<file path="src/rtl/boot_pkg.sv">
// Shared types for the instruction-memory boot sequencer: FSM states, error codes
// and small address/handshake helpers.
package boot_pkg;

    typedef enum logic [2:0] {
        ST_MEM_CLR = 3'd0,
        ST_HDR0    = 3'd1,
        ST_HDR1    = 3'd2,
        ST_DATA    = 3'd3,
        ST_CHK     = 3'd4,
        ST_WAIT    = 3'd5,
        ST_RUN     = 3'd6,
        ST_ERROR   = 3'd7
    } boot_state_e;

    localparam logic [1:0] ERR_NONE = 2'd0;
    localparam logic [1:0] ERR_LEN  = 2'd1;
    localparam logic [1:0] ERR_CHK  = 2'd2;

    // States in which the byte stream is consumed.
    function automatic logic rx_open(input boot_state_e st);
        logic open_v;
        case (st)
            ST_HDR0, ST_HDR1, ST_DATA, ST_CHK: open_v = 1'b1;
            default:                           open_v = 1'b0;
        endcase
        return open_v;
    endfunction

    function automatic logic [31:0] word_addr(input logic [15:0] idx);
        return {14'd0, idx, 2'b00};
    endfunction

endpackage

</file>
<file path="src/rtl/byte_word_packer.sv">
// Little-endian 4-byte to 32-bit word assembler. The completed word and its strobe
// are presented in the same cycle as the 4th byte so the controller can register them.
module byte_word_packer (
    input  logic        clk,
    input  logic        rst,
    input  logic        clr,
    input  logic        byte_valid,
    input  logic [7:0]  byte_data,
    output logic [31:0] word,
    output logic        word_done
);

    logic [23:0] low_r;
    logic [1:0]  byte_idx_r;

    // Holds the three lower bytes of the word in flight and the byte position.
    always_ff @(posedge clk or posedge rst) begin
        if (rst) begin
            low_r      <= 24'd0;
            byte_idx_r <= 2'd0;
        end else if (clr) begin
            low_r      <= 24'd0;
            byte_idx_r <= 2'd0;
        end else if (byte_valid) begin
            low_r      <= {byte_data, low_r[23:8]};
            byte_idx_r <= byte_idx_r + 2'd1;
        end else begin
            low_r      <= low_r;
            byte_idx_r <= byte_idx_r;
        end
    end

    assign word      = {byte_data, low_r};
    assign word_done = byte_valid && (byte_idx_r == 2'd3);

endmodule

</file>
<file path="src/rtl/imem_boot_ctrl.sv">
// Boot sequencer: loads a framed, XOR-checked image into instruction memory and
// sequences the memory and core resets around it.
module imem_boot_ctrl
    import boot_pkg::*;
#(
    parameter int DEPTH          = 256,
    parameter int MEM_RST_CYCLES = 2,
    parameter int CPU_RST_DELAY  = 2
) (
    input  logic        clk,
    input  logic        rst,
    input  logic        rx_valid,
    input  logic [7:0]  rx_data,
    output logic        rx_ready,
    input  logic        boot_req,
    output logic [31:0] Inst_addr_load,
    output logic [31:0] Inst_load,
    output logic        load_en,
    output logic        rst_n_mem,
    output logic        rst_n_cpu,
    output logic        busy,
    output logic        done,
    output logic [1:0]  err
);

    localparam int IDX_W = $clog2(DEPTH) + 1;

    boot_state_e      state_r, state_nxt_s;
    logic [7:0]       cnt_r, cnt_nxt_s;
    logic [IDX_W-1:0] word_idx_r;
    logic [15:0]      word_cnt_r;
    logic [7:0]       cnt_lo_r;
    logic [7:0]       acc_r;
    logic [1:0]       err_nxt_s;
    logic             accept_s;
    logic [15:0]      frame_len_s;
    logic [15:0]      next_word_s;
    logic [31:0]      word_s;
    logic             word_done_s;

    assign accept_s    = rx_valid && rx_ready;
    assign frame_len_s = {rx_data, cnt_lo_r};
    assign next_word_s = 16'(word_idx_r) + 16'd1;

    byte_word_packer u_packer (
        .clk        (clk),
        .rst        (rst),
        .clr        (state_r == ST_MEM_CLR),
        .byte_valid (accept_s && (state_r == ST_DATA)),
        .byte_data  (rx_data),
        .word       (word_s),
        .word_done  (word_done_s)
    );

    // Next-state, error code and phase-counter selection.
    always_comb begin
        state_nxt_s = state_r;
        err_nxt_s   = err;
        case (state_r)
            ST_MEM_CLR: begin
                if (cnt_r == 8'(MEM_RST_CYCLES - 1)) state_nxt_s = ST_HDR0;
                else                                  state_nxt_s = ST_MEM_CLR;
            end
            ST_HDR0: begin
                if (accept_s) state_nxt_s = ST_HDR1;
                else          state_nxt_s = ST_HDR0;
            end
            ST_HDR1: begin
                if (!accept_s) begin
                    state_nxt_s = ST_HDR1;
                end else if (frame_len_s > 16'(DEPTH)) begin
                    state_nxt_s = ST_ERROR;
                    err_nxt_s   = ERR_LEN;
                end else if (frame_len_s == 16'd0) begin
                    state_nxt_s = ST_CHK;
                end else begin
                    state_nxt_s = ST_DATA;
                end
            end
            ST_DATA: begin
                if (word_done_s && (next_word_s == word_cnt_r)) state_nxt_s = ST_CHK;
                else                                             state_nxt_s = ST_DATA;
            end
            ST_CHK: begin
                if (!accept_s) begin
                    state_nxt_s = ST_CHK;
                end else if (rx_data == acc_r) begin
                    state_nxt_s = ST_WAIT;
                end else begin
                    state_nxt_s = ST_ERROR;
                    err_nxt_s   = ERR_CHK;
                end
            end
            ST_WAIT: begin
                if (cnt_r == 8'(CPU_RST_DELAY - 1)) state_nxt_s = ST_RUN;
                else                                 state_nxt_s = ST_WAIT;
            end
            ST_RUN, ST_ERROR: begin
                if (boot_req) begin
                    state_nxt_s = ST_MEM_CLR;
                    err_nxt_s   = ERR_NONE;
                end else begin
                    state_nxt_s = state_r;
                end
            end
            default: begin
                state_nxt_s = ST_MEM_CLR;
                err_nxt_s   = ERR_NONE;
            end
        endcase

        // The phase counter only runs while dwelling in a timed state.
        if ((state_nxt_s == state_r) && ((state_r == ST_MEM_CLR) || (state_r == ST_WAIT)))
            cnt_nxt_s = cnt_r + 8'd1;
        else
            cnt_nxt_s = 8'd0;
    end

    // FSM state plus frame bookkeeping: length, word index and running XOR.
    always_ff @(posedge clk or posedge rst) begin
        if (rst) begin
            state_r    <= ST_MEM_CLR;
            cnt_r      <= 8'd0;
            word_idx_r <= '0;
            word_cnt_r <= 16'd0;
            cnt_lo_r   <= 8'd0;
            acc_r      <= 8'd0;
        end else begin
            state_r <= state_nxt_s;
            cnt_r   <= cnt_nxt_s;
            if (state_r == ST_MEM_CLR) begin
                word_idx_r <= '0;
                word_cnt_r <= 16'd0;
                cnt_lo_r   <= 8'd0;
                acc_r      <= 8'd0;
            end else if (accept_s) begin
                acc_r <= acc_r ^ rx_data;
                if (state_r == ST_HDR0) cnt_lo_r <= rx_data;
                else                    cnt_lo_r <= cnt_lo_r;
                if (state_r == ST_HDR1) word_cnt_r <= frame_len_s;
                else                    word_cnt_r <= word_cnt_r;
                if (word_done_s) word_idx_r <= word_idx_r + IDX_W'(1);
                else             word_idx_r <= word_idx_r;
            end else begin
                word_idx_r <= word_idx_r;
                word_cnt_r <= word_cnt_r;
                cnt_lo_r   <= cnt_lo_r;
                acc_r      <= acc_r;
            end
        end
    end

    // Registered outputs, decoded from the upcoming state so they align with it.
    always_ff @(posedge clk or posedge rst) begin
        if (rst) begin
            rx_ready       <= 1'b0;
            rst_n_mem      <= 1'b0;
            rst_n_cpu      <= 1'b0;
            busy           <= 1'b1;
            done           <= 1'b0;
            err            <= ERR_NONE;
            load_en        <= 1'b0;
            Inst_addr_load <= 32'd0;
            Inst_load      <= 32'd0;
        end else begin
            rx_ready  <= rx_open(state_nxt_s);
            rst_n_mem <= (state_nxt_s != ST_MEM_CLR);
            rst_n_cpu <= (state_nxt_s == ST_RUN);
            busy      <= (state_nxt_s != ST_RUN) && (state_nxt_s != ST_ERROR);
            done      <= (state_nxt_s == ST_RUN);
            err       <= err_nxt_s;
            load_en   <= word_done_s;
            if (word_done_s) begin
                Inst_addr_load <= word_addr(16'(word_idx_r));
                Inst_load      <= word_s;
            end else begin
                Inst_addr_load <= Inst_addr_load;
                Inst_load      <= Inst_load;
            end
        end
    end

endmodule

</file>
<file path="config.mk">
export PLATFORM = sky130hd
export DESIGN_NAME = imem_boot_ctrl
export DESIGN_NICKNAME = d
export VERILOG_FILES = /design/src/rtl/boot_pkg.sv /design/src/rtl/byte_word_packer.sv /design/src/rtl/imem_boot_ctrl.sv
export SDC_FILE = /design/constraint.sdc
export NUM_CORES = 1
export LEC_CHECK = 0
export ABC_CLOCK_PERIOD_IN_PS = 7900
export CAP_MARGIN = 20
export CELL_PAD_IN_SITES_DETAIL_PLACEMENT = 1
export CELL_PAD_IN_SITES_GLOBAL_PLACEMENT = 1
export CORE_MARGIN = 5
export CORE_UTILIZATION = 45
export CTS_CLUSTER_DIAMETER = 200
export DETAILED_ROUTE_END_ITERATION = 16
export PLACE_DENSITY = 0.83
export SLEW_MARGIN = 10
export SYNTH_ARGS = -nofsm -noshare
export SYNTH_HDL_FRONTEND = slang
export SYNTH_SLANG_ARGS = --single-unit
export TNS_END_PERCENT = 20
</file>
<file path="constraint.sdc">
create_clock -name clk -period 7.9 [get_ports clk]
set_input_delay 1.58 -clock clk [delete_from_list [all_inputs] [get_ports clk]]
set_output_delay 1.58 -clock clk [all_outputs]
set_load 0.02 [all_outputs]
</file>
======== Word level (Yosys, flattened, before mapping) ========
Cells that the tools add are included.
Widths: inputs -> output; s select.
storage, ports and cells
  bits in registers ....................... 126
  input bits .............................. 12
  output and inout bits ................... 72
  word-level logic and storage cells ...... 102
operators by class
  $add $sub $neg .......................... 4
  order comparisons ....................... 1
  equal/unequal tests ..................... 24
  muxes and demuxes ....................... 34
  bitwise operators ....................... 1
  reductions and logical operators ........ 22
operators with widths
  kind                  count
  $mux 16               3
  $mux 24               2
  $mux 8                6
  $mux 9                3
  $mux 2                11
  $pmux 3 s7            1
  $eq 3x3->1 const B    6
  $eq 10x16->1          1
  $gt 16x9->1 const B   1
  $logic_not 16->1      1
  $mux 3                5
  $eq 3x2->1 const B    4
  $add 9x1->10 const B  1
  $ne 2x2->1 const B    5
  $reduce_bool 2->1     5
  $add 9x1->9 const B   1
  $add 8x1->8 const B   1
  $eq 8x1->1 const B    1
  $eq 8x8->1            1
  $xor 8x8->8           1
  $eq 3x1->1 const B    2
  $logic_and 1x1->1     6
  $ne 3x3->1 const B    2
  $pmux 2 s3            1
  11 further kinds      15

======== Depth between registers and ports, before layout ========
  word-level depth ........................ 9
  mapped depth ............................ 8
  depth with buffers taken out ............ 8

======== Cells and area by module ========
Synthesis repeated with hierarchy kept, for this count alone.
second synthesis, totals
  cells, all modules ...................... 498
  area total of the unflattened synthesis .. 5878.1 um2
by module, submodules not included
  module            times used  cells an instance  area each (um2)  sequential area each (um2)
  imem_boot_ctrl    1           403                4719.5           2503.7
  byte_word_packer  1           95                 1158.6           650.6

======== Least setup slack after synthesis ========
No wires, ideal clock.
  path kind ............................... input -> register
  start ................................... input port rx_valid
  end ..................................... register state_r[0]
  setup time .............................. 0.124 ns
  data arrival time ....................... 3.047 ns
  data required time ...................... 7.776 ns
  path slack .............................. 4.729 ns
  stages on the path ...................... 7
  buffers on the path ..................... 1
  path through ............................ and2_1 -> buf_2 -> nand3_2 -> or4_4 -> a2111oi_4 -> nor2_1 -> o31a_1
on the way
  cells in the longest elaborated chain, start to end .. 6
  elaborated cells between the ends (all ways) .. 9
  classes of those cells .................. mux: 5; reduce/logical: 4
ends and longest elaborated chain
  item                      line                    RTL
  start, declared           imem_boot_ctrl.sv:12    input logic rx_valid,
  $logic_and 1x1->1 *       imem_boot_ctrl.sv:41    assign accept_s = rx_valid && rx_ready;
  $logic_and 1x1->1         imem_boot_ctrl.sv:49    .byte_valid (accept_s && (state_r == ST_DATA)),
  $logic_and 1x1->1         byte_word_packer.sv:34  assign word_done = byte_valid && (byte_idx_r == 2'd3);
  $logic_and 1x1->1         imem_boot_ctrl.sv:81    if (word_done_s && (next_word_s == word_cnt_r)) state_nxt_s = ST_CHK;
  $mux 3                    imem_boot_ctrl.sv:81
  $pmux 3 s7 *              imem_boot_ctrl.sv:59    case (state_r)
  named net state_nxt_s[0]  imem_boot_ctrl.sv:28    boot_state_e state_r, state_nxt_s;
  end signal, assigned      imem_boot_ctrl.sv:129   state_r <= state_nxt_s;
  end, declared             imem_boot_ctrl.sv:28
The timed path passes the listed nets; every way through them passes the cells marked *.
A chain may end at the register's enable or synchronous reset.

======== Worst setup path after layout ========
Ends and elaborated chain as after synthesis.

==> run_results.csv <==
group,metric,value,unit
synthesis,yosysWarnings,0,
setup_path,r2r_setup_slack,4.38,ns
routing,routed_wl,15500,um
setup_path,criticalPathCategory,"input port to flip-flop",
power_and_ir_drop,peakVddDrop,0.000210,V
routing,drc,0,
synthesis,synth_cell_types,57,
synthesis,synth_enable_flop_cells,0,
timing,rsz0062_at_grt,"false",
timing,skew,0.0106,ns
cts,numClockSinks,126,
power_and_ir_drop,clkPwrFrac,0.348,
synthesis,synth_most_common_cell,"nand2_1",
synthesis,ys_async_sr_fraction,1.00,
synthesis,synthCells,669,
grt,grt_first_pass_wirelength,26600,um
grt,use_met1,0.254,
die,start_util,0.455,
hold_path,holdCritPathClass,"flip-flop to flip-flop",
routing,firstDrtPassIters,4,
timing,worst_slew_pin_slew,0.959,ns
placement,gp_congestion,0.854,
power_and_ir_drop,comb_power_share,0.274,
synthesis,synth.area.top_cells,"dfrtp_1 (53%), nand2_1 (15%), nand3_1 (3.7%)",
die,num_rows,42,
timing,finalCritPeriodShare,0.587,
setup_path,cp_slowest_stage_delay,0.58,ns
routing,routed_via_density,5.34,
timing,drv_slew,0,
status,status,"finished, final reports clean",
setup_path,slowest_stage,"or4_4",
cts,clockBufferDepth,2,
synthesis,synthMuxAreaShare,0.0151,
cts,cts.clk_slew.worst_paths,0.06,ns
die,die_x,125,um
grt,track_usage,0.210,
setup_path,critical_path_required,8.20,ns
timing,max_freq,0.216,GHz
die,io_pins,84,
grt,top_usage_layer,"met2",
synthesis,synth_largest_area_cell,"dfrtp_1",
setup_path,cp.arrival,4.93,ns
synthesis,synth.top_cell.area_share,0.525,
power_and_ir_drop,p_leak,3.53,nW
timing,post-route-min-period,4.64,ns
cts,holdBufCountCts,0,
synthesis,synth_top_family_by_area,"simple AND/OR/NAND/NOR gates",
synthesis,synth_fa_ha_area_frac,0.00840,
routing,vias,4796,
synthesis,ys_ff_latch,126,
setup_path,startpoint_type,"input port",
cts,post_cts_resized,0,
power_and_ir_drop,switching_share,0.350,
die,die_area,0.0156,sq mm
cts,cts_root_buf,"clkbuf_16",
placement,post-place-cells,866,
setup_path,end_kind,"flip-flop",
placement,postPlaceCellArea,0.00656,sq mm
synthesis,seq_area_frac_synth,0.530,
grt,grt_max_degree,78,
setup_path,r2r_cells,7,
synthesis,synth_simple_gate_area_frac,0.272,
grt,grt_use_met2,0.362,
setup_path,reg2reg_to,"state_r[0]",
synthesis,avgSynthCellArea,8.90,sq um
setup_path,cp_num_buf_inv,2,
setup_path,critPathCapture,"state_r[0]",
routing,drtAntennaViolNets,0,
timing,tns,0,ns
setup_path,cp_max_fo,37,
cts,cts_buffers,17,
cells_and_area,fin_area,0.00717,sq mm
die,core_region_area,0.0131,sq mm
grt,grt_pass1_vias,5258,
synthesis,synth_xor_area_frac,0.0456,
synthesis,synth-compound-area-share,0.0670,
setup_path,crit_start,"rx_valid",
timing,hold_viol,0,
cts,post_cts.repair.setup_buffers,0,
power_and_ir_drop,power_density,317,mW/mm^2
synthesis,synth_flop_cell,"dfrtp_1",
cells_and_area,final_nets,726,
setup_path,cp.depth,8,
flow_run,drv_cap,0,
synthesis,synth_commonest_cells,"nand2_1 (235), dfrtp_1 (125), nand3_1 (44)",
timing,report.final.setup_viol,0,
setup_path,r2r-start,"state_r[1]",
routing,drtIter0Drc,247,
placement,dpl.hpwl,10400,um
cts,htreeDepth,4,
synthesis,syn_area,0.00596,sq mm
power_and_ir_drop,seq_power_share,0.377,
power_and_ir_drop,p_int,1.48,mW
setup_path,crit_family,"simple AND/OR/NAND/NOR gates",
power_and_ir_drop,power.switching,0.798,mW
cells_and_area,drive_gt1_frac,0.0734,
cts,insertion_delay,0.42,ns
timing,slew_headroom,0.360,
cells_and_area,synthToLayoutAreaGrowth,20.4,%
die,die_h,125,um
cts,cts_tree,"yes",
placement,portBuffers,60,
grt,grt_util_met3,0.0571,
grt,antenna_found_initial,0,
grt,grt-ovfl-total,0,
routing,wl_per_cell,17.3,um
cells_and_area,stdcell_count,898,
setup_path,cp_cell_sequence,"clkdlybuf4s50_1 -> and2_1 -> nand3_2 -> buf_4 -> or4_4 -> a2111oi_4 -> nor2_1 -> o31a_1",
cells_and_area,diodes,0,
[how the worst min path moves through the flow]
stage	startpoint	to	slack (ns)	depth (start not counted)
2_1_floorplan	u_packer.low_r[0]	Inst_load[0]	0.44	2
3_3_place_gp	word_cnt_r[14]	word_cnt_r[14]	0.45	2
3_5_place_dp	Inst_load[16]	Inst_load[16]	0.46	2
4_1_cts	Inst_load[16]	Inst_load[16]	0.48	2
5_1_grt	Inst_load[16]	Inst_load[16]	0.50	2
6_report	Inst_load[5]	Inst_load[5]	0.47	2
[per-layer routing]
metal | wire, um | vias up
met1 | 6640 | 2424
li1 | - | 2243
met5 | 0 | -
met2 | 8010 | 104
met4 | 284 | 0
met3 | 607 | 25
[cell families after synthesis]
| logic type | count (synthesis) |
|---|---|
| muxes | 9 |
| adders and majority gates | 4 |
| AOI/OAI and AO/OA | 57 |
| other | 1 |
| buffers and inverters | 71 |
| DFF | 126 |
| xor gates and xnor gates | 31 |
| and+or+nand+nor | 370 |
[layout by cell type, fill, tap and decap left out, types with 3 or more instances in the layout]
cell type        Yosys  layout
nand4_1              4       4
conb_1               1      23
nand2_1            235     235
mux2i_1              9       9
nor4_1              14      14
ha_1                 4       4
inv_1                4       3
nor2_1              36      36
nor2b_1              4       4
dfrtp_1            125     125
xnor2_1             14      14
nand3_1             44      44
a31oi_1              6       6
a21oi_1             12      12
xor2_1              17      17
clkinvlp_4           0       4
buf_4               25       5
o21ai_0             18      18
and3_1               4       4
bufinv_16            0       3
clkbuf_16            0      17
or3_1                3       3
o41ai_1              3       3
nor3_1               7       6
clkdlybuf4s50_1      0      60
[stage by stage]
step                       util  total power [mW]  setup slack [ns]  hold slack [ns]
after floorplan               -              1.30              2.97            0.438
final                     0.548              2.28              3.26            0.471
after CTS                 0.547              2.28              3.26            0.478
after global routing      0.548              2.40              3.07            0.504
after detailed placement  0.501              1.47              2.87            0.463
after global placement    0.501              1.42              3.07            0.453
[layout make-up]
type	count	area (sq um)
Clock inverter	10	139
Clock buffer	21	460
Fill cell	1505	5910
Multi-Input combinational cell	494	2520
Tap cell	176	220
Timing Repair Buffer	66	653
Inverter	5	21.3
Sequential cell	126	3150
[worst register-to-register path, cell delays in order (launching register included)]
cell and delay [ns]:
dfrtp_1 0.83, and3b_2 0.37, nand3_2 0.41, buf_4 0.44
or4_4 0.59, a2111oi_4 0.31, nor2_1 0.11, o31a_1 0.33
[registers in the layout, summed over array words and instances (netlist names), 8 cells and up]
signal / flops
Inst_addr_load: 9
Inst_load: 32
acc_r: 8
cnt_lo_r: 8
cnt_r: 8
u_packer.low_r: 24
word_cnt_r: 16
word_idx_r: 9
[power by group through the flow]
stage	clock network, mW	registers, mW	logic, mW
after floorplan	0	0.837	0.464
after global placement	0	0.857	0.561
after detailed placement	0	0.868	0.599
after CTS	0.807	0.859	0.614
after global routing	0.841	0.875	0.685
final	0.793	0.859	0.624
(Power assumes the default switching activity.)
